### src/rtl/fft_controller.sv
// In-place radix-2 DIT FFT address sequencer: it issues one butterfly per cycle and
// delays the read addresses by the datapath latency to form the write-back.
module fft_controller #(
  parameter int LOG2_N   = 5,
  parameter int BFLY_LAT = 1
) (
  input  logic                        clk_i,
  input  logic                        reset_i,
  input  logic                        start_i,
  output logic [LOG2_N-1:0]           rd_addr_a_o,
  output logic [LOG2_N-1:0]           rd_addr_b_o,
  output logic [LOG2_N-2:0]           tw_addr_o,
  output logic [LOG2_N-1:0]           wr_addr_a_o,
  output logic [LOG2_N-1:0]           wr_addr_b_o,
  output logic                        wr_en_o,
  output logic [$clog2(LOG2_N)-1:0]   stage_o,
  output logic                        busy_o,
  output logic                        done_o
);

  localparam int IW = LOG2_N - 1;
  localparam int SW = $clog2(LOG2_N);
  localparam int DW = (BFLY_LAT > 1) ? $clog2(BFLY_LAT) : 1;
  localparam logic [DW-1:0] DRAIN_LOAD = DW'(BFLY_LAT - 1);
  localparam logic [SW-1:0] S_LAST     = SW'(LOG2_N - 1);

  typedef enum logic [1:0] {IDLE, COMPUTE, DRAIN, DONE} state_e;

  state_e          state_q;
  logic [SW-1:0]   s_q;
  logic [IW-1:0]   i_q;
  logic [DW-1:0]   dcnt_q;
  logic            busy_q;
  logic            done_q;

  logic            issue_d;
  logic [LOG2_N-1:0] rd_a_d;
  logic [LOG2_N-1:0] rd_b_d;
  logic [IW-1:0]   tw_mask_d;
  logic [IW-1:0]   tw_d;

  logic [LOG2_N-1:0] pa_q [BFLY_LAT];
  logic [LOG2_N-1:0] pb_q [BFLY_LAT];
  logic              pv_q [BFLY_LAT];

  function automatic logic [LOG2_N-1:0] rotl(input logic [LOG2_N-1:0] x,
                                             input logic [SW-1:0] sh);
    return (x << sh) | (x >> (LOG2_N - int'(sh)));
  endfunction

  always_comb begin
    issue_d   = (state_q == COMPUTE);
    rd_a_d    = '0;
    rd_b_d    = '0;
    tw_d      = '0;
    tw_mask_d = {IW{1'b1}} << (S_LAST - s_q);
    if (issue_d) begin
      rd_a_d = rotl({i_q, 1'b0}, s_q);
      rd_b_d = rotl({i_q, 1'b1}, s_q);
      tw_d   = i_q & tw_mask_d;
    end
  end

  always_ff @(posedge clk_i) begin
    if (reset_i) begin
      state_q <= IDLE;
      s_q     <= '0;
      i_q     <= '0;
      dcnt_q  <= '0;
      busy_q  <= 1'b0;
      done_q  <= 1'b0;
    end else begin
      done_q <= 1'b0;
      case (state_q)
        IDLE: begin
          if (start_i) begin
            state_q <= COMPUTE;
            s_q     <= '0;
            i_q     <= '0;
            busy_q  <= 1'b1;
          end
        end
        COMPUTE: begin
          if (i_q == {IW{1'b1}}) begin
            state_q <= DRAIN;
            i_q     <= '0;
            dcnt_q  <= DRAIN_LOAD;
          end else begin
            i_q <= i_q + IW'(1);
          end
        end
        DRAIN: begin
          // The pipe is empty once the drain count expires, so the stage can advance safely.
          if (dcnt_q == '0) begin
            if (s_q == S_LAST) begin
              state_q <= DONE;
              busy_q  <= 1'b0;
              done_q  <= 1'b1;
            end else begin
              s_q     <= s_q + SW'(1);
              state_q <= COMPUTE;
            end
          end else begin
            dcnt_q <= dcnt_q - DW'(1);
          end
        end
        DONE: begin
          state_q <= IDLE;
          s_q     <= '0;
        end
        default: state_q <= IDLE;
      endcase
    end
  end

  always_ff @(posedge clk_i) begin
    if (reset_i) begin
      for (int k = 0; k < BFLY_LAT; k++) begin
        pa_q[k] <= '0;
        pb_q[k] <= '0;
        pv_q[k] <= 1'b0;
      end
    end else begin
      pa_q[0] <= rd_a_d;
      pb_q[0] <= rd_b_d;
      pv_q[0] <= issue_d;
      for (int k = 1; k < BFLY_LAT; k++) begin
        pa_q[k] <= pa_q[k-1];
        pb_q[k] <= pb_q[k-1];
        pv_q[k] <= pv_q[k-1];
      end
    end
  end

  assign rd_addr_a_o = rd_a_d;
  assign rd_addr_b_o = rd_b_d;
  assign tw_addr_o   = tw_d;
  assign wr_addr_a_o = pa_q[BFLY_LAT-1];
  assign wr_addr_b_o = pb_q[BFLY_LAT-1];
  assign wr_en_o     = pv_q[BFLY_LAT-1];
  assign stage_o     = s_q;
  assign busy_o      = busy_q;
  assign done_o      = done_q;

endmodule

### config.mk
export PLATFORM = sky130hd
export DESIGN_NAME = fft_controller
export DESIGN_NICKNAME = d
export VERILOG_FILES = /design/src/rtl/fft_controller.sv
export SDC_FILE = /design/constraint.sdc
export NUM_CORES = 1
export LEC_CHECK = 0
export BUFFER_PORTS_ARGS = -buffer_cell sky130_fd_sc_hd__buf_2
export CORE_MARGIN = 3
export CORE_UTILIZATION = 45
export CTS_BUF_LIST = sky130_fd_sc_hd__clkbuf_16
export CTS_CLUSTER_DIAMETER = 200
export CTS_CLUSTER_SIZE = 16
export DETAILED_ROUTE_END_ITERATION = 12
export PLACE_DENSITY = 0.76
export SLEW_MARGIN = 20
export SYNTH_ARGS = -nofsm -noshare
export SYNTH_HDL_FRONTEND = slang
export SYNTH_SLANG_ARGS = --single-unit
### constraint.sdc
create_clock -name clk_i -period 2.5 [get_ports clk_i]
set_clock_uncertainty 0.2 [all_clocks]
set_input_delay 0.625 -clock clk_i [delete_from_list [all_inputs] [get_ports clk_i]]
set_output_delay 0.625 -clock clk_i [all_outputs]
set_load 0.005 [all_outputs]
Word level (Yosys, flattened, before mapping)
Memory sizes are Yosys's and may differ from the RTL's.
Index checks and enable logic that the tools add are counted.
{ "totals": {"output_inout_bits": 30, "input_bits": 3, "ff_bits": 12, "mem_bits_rw": 11, "n_memories": 3} }
{ "mem_list": {"columns": ["memory", "depth", "word_bits", "read_ports", "rd_clocked_by_memory_dff", "wr", "line_no", "source"], "rows": [
  ["pa_q", 1, 5, 1, 0, 1, "42", "logic [LOG2_N-1:0] pa_q [BFLY_LAT];"],
  ["pb_q", 1, 5, 1, 0, 1, "43", "logic [LOG2_N-1:0] pb_q [BFLY_LAT];"],
  ["pv_q", 1, 1, 1, 0, 1, "44", "logic pv_q [BFLY_LAT];"]
]} }
{ "classes": {"shift": 5, "reduce_logical": 14, "mux": 32, "eq_ne": 10, "addsub": 5, "bitwise_logic": 4} }
{ "op_table": {"columns": ["cell", "n"], "rows": [
  ["5-bit by 32-bit right shift with 5-bit output", 2],
  ["5-bit 2-to-1 mux", 4],
  ["1-bit 2-to-1 mux", 13],
  ["4-bit 2-to-1 mux", 3],
  ["5-bit OR", 2],
  ["5-bit OR reduction", 2],
  ["5-bit by 3-bit left shift with 5-bit output", 2],
  ["3-bit 2-to-1 mux", 3],
  ["3-bit one-hot mux with 3 select lines", 1],
  ["2-bit 2-to-1 mux", 4],
  ["2-bit != test (second input constant)", 4],
  ["2-bit one-hot mux with 4 select lines", 1],
  ["4-bit one-hot mux with 2 select lines", 1],
  ["4-bit AND reduction", 2],
  ["2-bit nonzero test", 3],
  ["4-bit by 1-bit adder with 4-bit output (second input constant)", 1],
  ["4-bit AND", 1],
  ["2-bit == test (second input constant)", 2],
  ["4-bit == test (second input constant)", 1],
  ["1-bit one-hot mux with 2 select lines", 2],
  ["2-bit AND reduction", 2],
  ["4-bit by 3-bit left shift with 4-bit output (first input constant)", 1],
  ["3-bit by 3-bit subtractor with 4-bit output (first input constant)", 1],
  ["3-bit by 1-bit adder with 3-bit output (second input constant)", 1],
  ["11 further kinds", 11]
]} }

Logic depth before layout (Yosys ltp)
{ "logic_depth": {"depth_word": 5, "mapped_depth": 8, "mapped_depth_nobuf": 7} }

Least setup slack after synthesis
No wires, ideal clock.
{ "synth_timing": {"path_kind": "register -> output", "from": "register s_q[2] (netlist: stage_o[2])", "to": "output rd_addr_b_o[1]", "arrival_ns": 1.551, "path_stages_with_launch": 6, "required_time_ns": 1.675, "setup_slack_ns": 0.124, "cell_sequence": "dfxtp_1 -> ha_1 -> or3b_4 -> o22ai_1 -> a21o_1 -> and2_1"} }
{ "synth_between": {"elab_chain_len": 4, "word_cells_on_any_way": 5, "cone_classes": "add/sub: 1; shift: 2; mux: 1; bitwise: 1"} }
{ "synth_rtl": {"columns": ["item", "line_no", "source"], "rows": [
  ["start: declaration", "30", "logic [SW-1:0] s_q;"],
  ["start signal: assignment", "100", "s_q <= s_q + SW'(1);"],
  ["3-bit by 3-bit subtractor with 4-bit output", "48", "return (x << sh) | (x >> (LOG2_N - int'(sh)));"],
  ["5-bit by 32-bit right shift with 5-bit output", "48", null],
  ["5-bit OR (*)", "48", null],
  ["5-bit 2-to-1 mux (*)", "57", "if (issue_d) begin"],
  ["end: declaration", "11", "output logic [LOG2_N-1:0] rd_addr_b_o,"]
]} }
Every way passes the cells marked *; elsewhere a longest branch is shown, timed or not.

Worst setup path after layout
{ "layout_timing": {"from": "register s_q[1] (netlist: stage_o[1])", "to": "output rd_addr_b_o[2]"} }
The elaborated chain is that of the path after synthesis.

==> flow_metrics.tcl <==
set metrics [dict create \
    multiInputGateArea_sq_um 773 \
    avgRoutedWirePerCell_um 15.7 \
    grt_pass1_vias 1153 \
    ant_nets 0 \
    endpoint_kind "output port" \
    design_area_sq_mm 0.00162 \
    post-place-ws_ns 0.0713 \
    drive_above_1_share_pct 38.5 \
    viasPerCell 5.64 \
    period_share_pct 105 \
    cp-start-kind "register" \
    period_minus_slack_ns 2.61 \
    vdd_ir_drop_max_mv 0.471 \
    fp.dieArea_sq_mm 0.00336 \
    status "finished with violations" \
    cts_made_buffers 3 \
    stdcell_count 217 \
    postCtsHoldBufs 0 \
    yosys_warnings 0 \
    num-nets-final 199 \
    seqPwrFrac_pct 45.8 \
    diodes 0 \
    syn-num-nets 157 \
    cp.required_ns 1.67 \
    p_int_uw 618 \
    areaGrowthSynthToFinish_pct 33.6 \
    fin_setup_tns_ns -0.689 \
    initial_core_util_pct 48.1 \
    reg2regPathDepth 10 \
    p_leak_nw 0.729 \
    finalHoldViolCount 0 \
    root_buffer "clkbuf_16" \
    synth_top_cell_by_area "dfxtp_1" \
    netlist_top_cells_area "dfxtp_1 (36%), ha_1 (8.2%), nor2_1 (8.0%), a21oi_1 (5.8%), mux2i_1 (4.1%)" \
    synth.top_cells.by_count "nor2_1 (26), dfxtp_1 (22), a21oi_1 (14), ha_1 (8), inv_1 (8)" \
    hp-class "reg -> reg" \
    placed_area_sq_mm 0.00140 \
    met1_length_um 1330 \
    yosysUniqueCellTypes 33 \
    ios 33 \
    sw_frac_of_total_pct 24.3 \
    setup_slack_ns -0.113 \
    pwr-share-comb_pct 12.5 \
    track_usage_pct 20.5 \
    die_width_um 57.9 \
    hold_ws_ns 0.298 \
    antenna_found_initial 0 \
    netlist_area_sq_mm 0.00121 \
    violations "setup timing" \
    finalSetupViolCount 9 \
    clkPwrFrac_pct 41.7 \
    holdPathStages 2 \
    slew_headroom_pct 66.7 \
    slew_violations 0 \
    htreeDepth 1 \
    met3_length_um 245 \
    rsz0062_at_grt "true" \
    cpMaxStageDelayCell "or3b_4" \
    synth_top_area_share_pct 36.3 \
    hpwl_um 2190 \
    drt-pass1-iter-count 4 \
    cts.clk_slew.worst_paths_ns 0.06 \
    grt_pass1_wl_um 5330 \
    gr-total-overflow 0 \
    critical-path-top-delay-family "simple AND/OR/NAND/NOR gates" \
    drt_iter0_markers 50 \
    syn_inst 146 \
    crit_buf_inv 1 \
    async_flop_share_pct 0 \
    cts_sinks 22 \
    power.total_uw 817 \
    yosysMostFrequentCell "nor2_1" \
    avgSynthCellArea_sq_um 8.31 \
    fillCellCount 216 \
    wl_um 3400 \
    dp.cells 208 \
    cp.depth 6 \
    crit_fanout 4 \
    power_density_mw_per_mm2 504 \
    grt_max_degree 14 \
    p_switching_uw 199 \
    worstSetupPathType "reg -> out" \
    fmax_ghz 0.383 \
    design.core.area_sq_mm 0.00252 \
    synth_enable_flop_cells 0 \
    clk_path_buf_depth 2 \
    dr_wl_met2_um 1770 \
    synth-main-ff-cell "dfxtp_1" \
    cts_tree "built" \
    max_stage_delay_ns 0.41 \
    dr.max_layer_used "met4" \
    cap_violations 0 \
    fin_util_pct 64.3 \
    drc 0 \
    num_vias 1223 \
    io_buffers 32 \
    path_cells "ha_4 -> or3b_4 -> o22ai_2 -> nor2_2 -> a21oi_1 -> buf_2" \
    crit_arrival_ns 1.79 \
    yosys_register_bits 22 \
    place.gp.congestion 0.854 \
    seq_area_sq_um 449 \
    insertion_delay_ns 0.25 \
    row_count 18 \
    die_y_um 57.9 \
    tightest_slew_ns 0.499 \
    seq_area_frac_synth_pct 36.3 \
]
-- path summary, 6_finish.rpt --
path                           start                       to  slack [ns]
max          stage_o[1]$_SDFFE_PP0P_           rd_addr_b_o[2]       -0.11
min              busy_o$_SDFFE_PP0P_      busy_o$_SDFFE_PP0P_        0.30
max reg2reg  stage_o[1]$_SDFFE_PP0P_  stage_o[1]$_SDFFE_PP0P_        0.46
min reg2reg      busy_o$_SDFFE_PP0P_      busy_o$_SDFFE_PP0P_        0.30
-- layout make-up --
cell class,instances,share of cell area [%]
inverter,8,2.01
clock inverter,1,0.231
clock buffer,3,4.63
multi-input combinational,109,47.7
timing repair buffer,44,15.4
tap,30,2.31
sequential,22,27.7
-- flip-flops by register name, indices dropped and copies added, names as in the netlist --
name and count:
i_q 4, busy_o 1, pa_q 5, done_o 1, pb_q 5, pv_q 1, state_q 2, stage_o 3
-- metal layers --
metal  GRT usage (%)  vias up
met5               0        -
met4            9.60        0
met3            2.23        6
met2            34.5       56
met1            26.2      574
li1                -      587
-- power groups by stage --
stage          clock (mW)  combinational, mW  sequential [mW]
2_1_floorplan           0             0.0652            0.379
3_3_place_gp            0             0.0871            0.382
3_5_place_dp            0             0.0902            0.382
4_1_cts             0.345             0.0934            0.374
5_1_grt             0.361              0.114            0.376
6_report            0.341              0.103            0.374
-- worst reg2reg max path: stages (launching register included) --
cell	delay [ns]
dfxtp_4	0.36
buf_4	0.15
inv_4	0.08
ha_4	0.16
buf_4	0.11
ha_1	0.20
inv_1	0.07
buf_4	0.15
and3_1	0.19
a22oi_1	0.20
nor2_1	0.06
-- cell usage in the layout, fill, tap and decap left out, types with 4 or more instances in the layout --
cell type	instances
buf_2	32
nor2_1	24
dfxtp_1	19
a21oi_1	13
buf_4	12
nor3_1	7
inv_1	6
ha_1	5
nand3b_1	4
-- timing repair --
item                                    in CTS  in global routing
endpoints found under the setup margin      11                 11
resized for setup                           15                 12
pin swaps                                    5                  2
cloned                                       0                  0
setup buffers                                1                  4
-- cells by family (layout without fill, tap and decap cells) --
family                     Yosys count  in the layout  share of synthesized area, %
buffers and inverters               15             56                          7.63
adders and majority gates            8              8                          8.25
DFF                                 22             22                          36.3
muxes                                6              6                          5.05
and+or+nand+nor                     61             61                          25.9
AOI/OAI and AO/OA                   33             33                          16.2
xor gates and xnor gates             1              1                         0.722
Note: power is estimated with default switching activity, not from simulation.
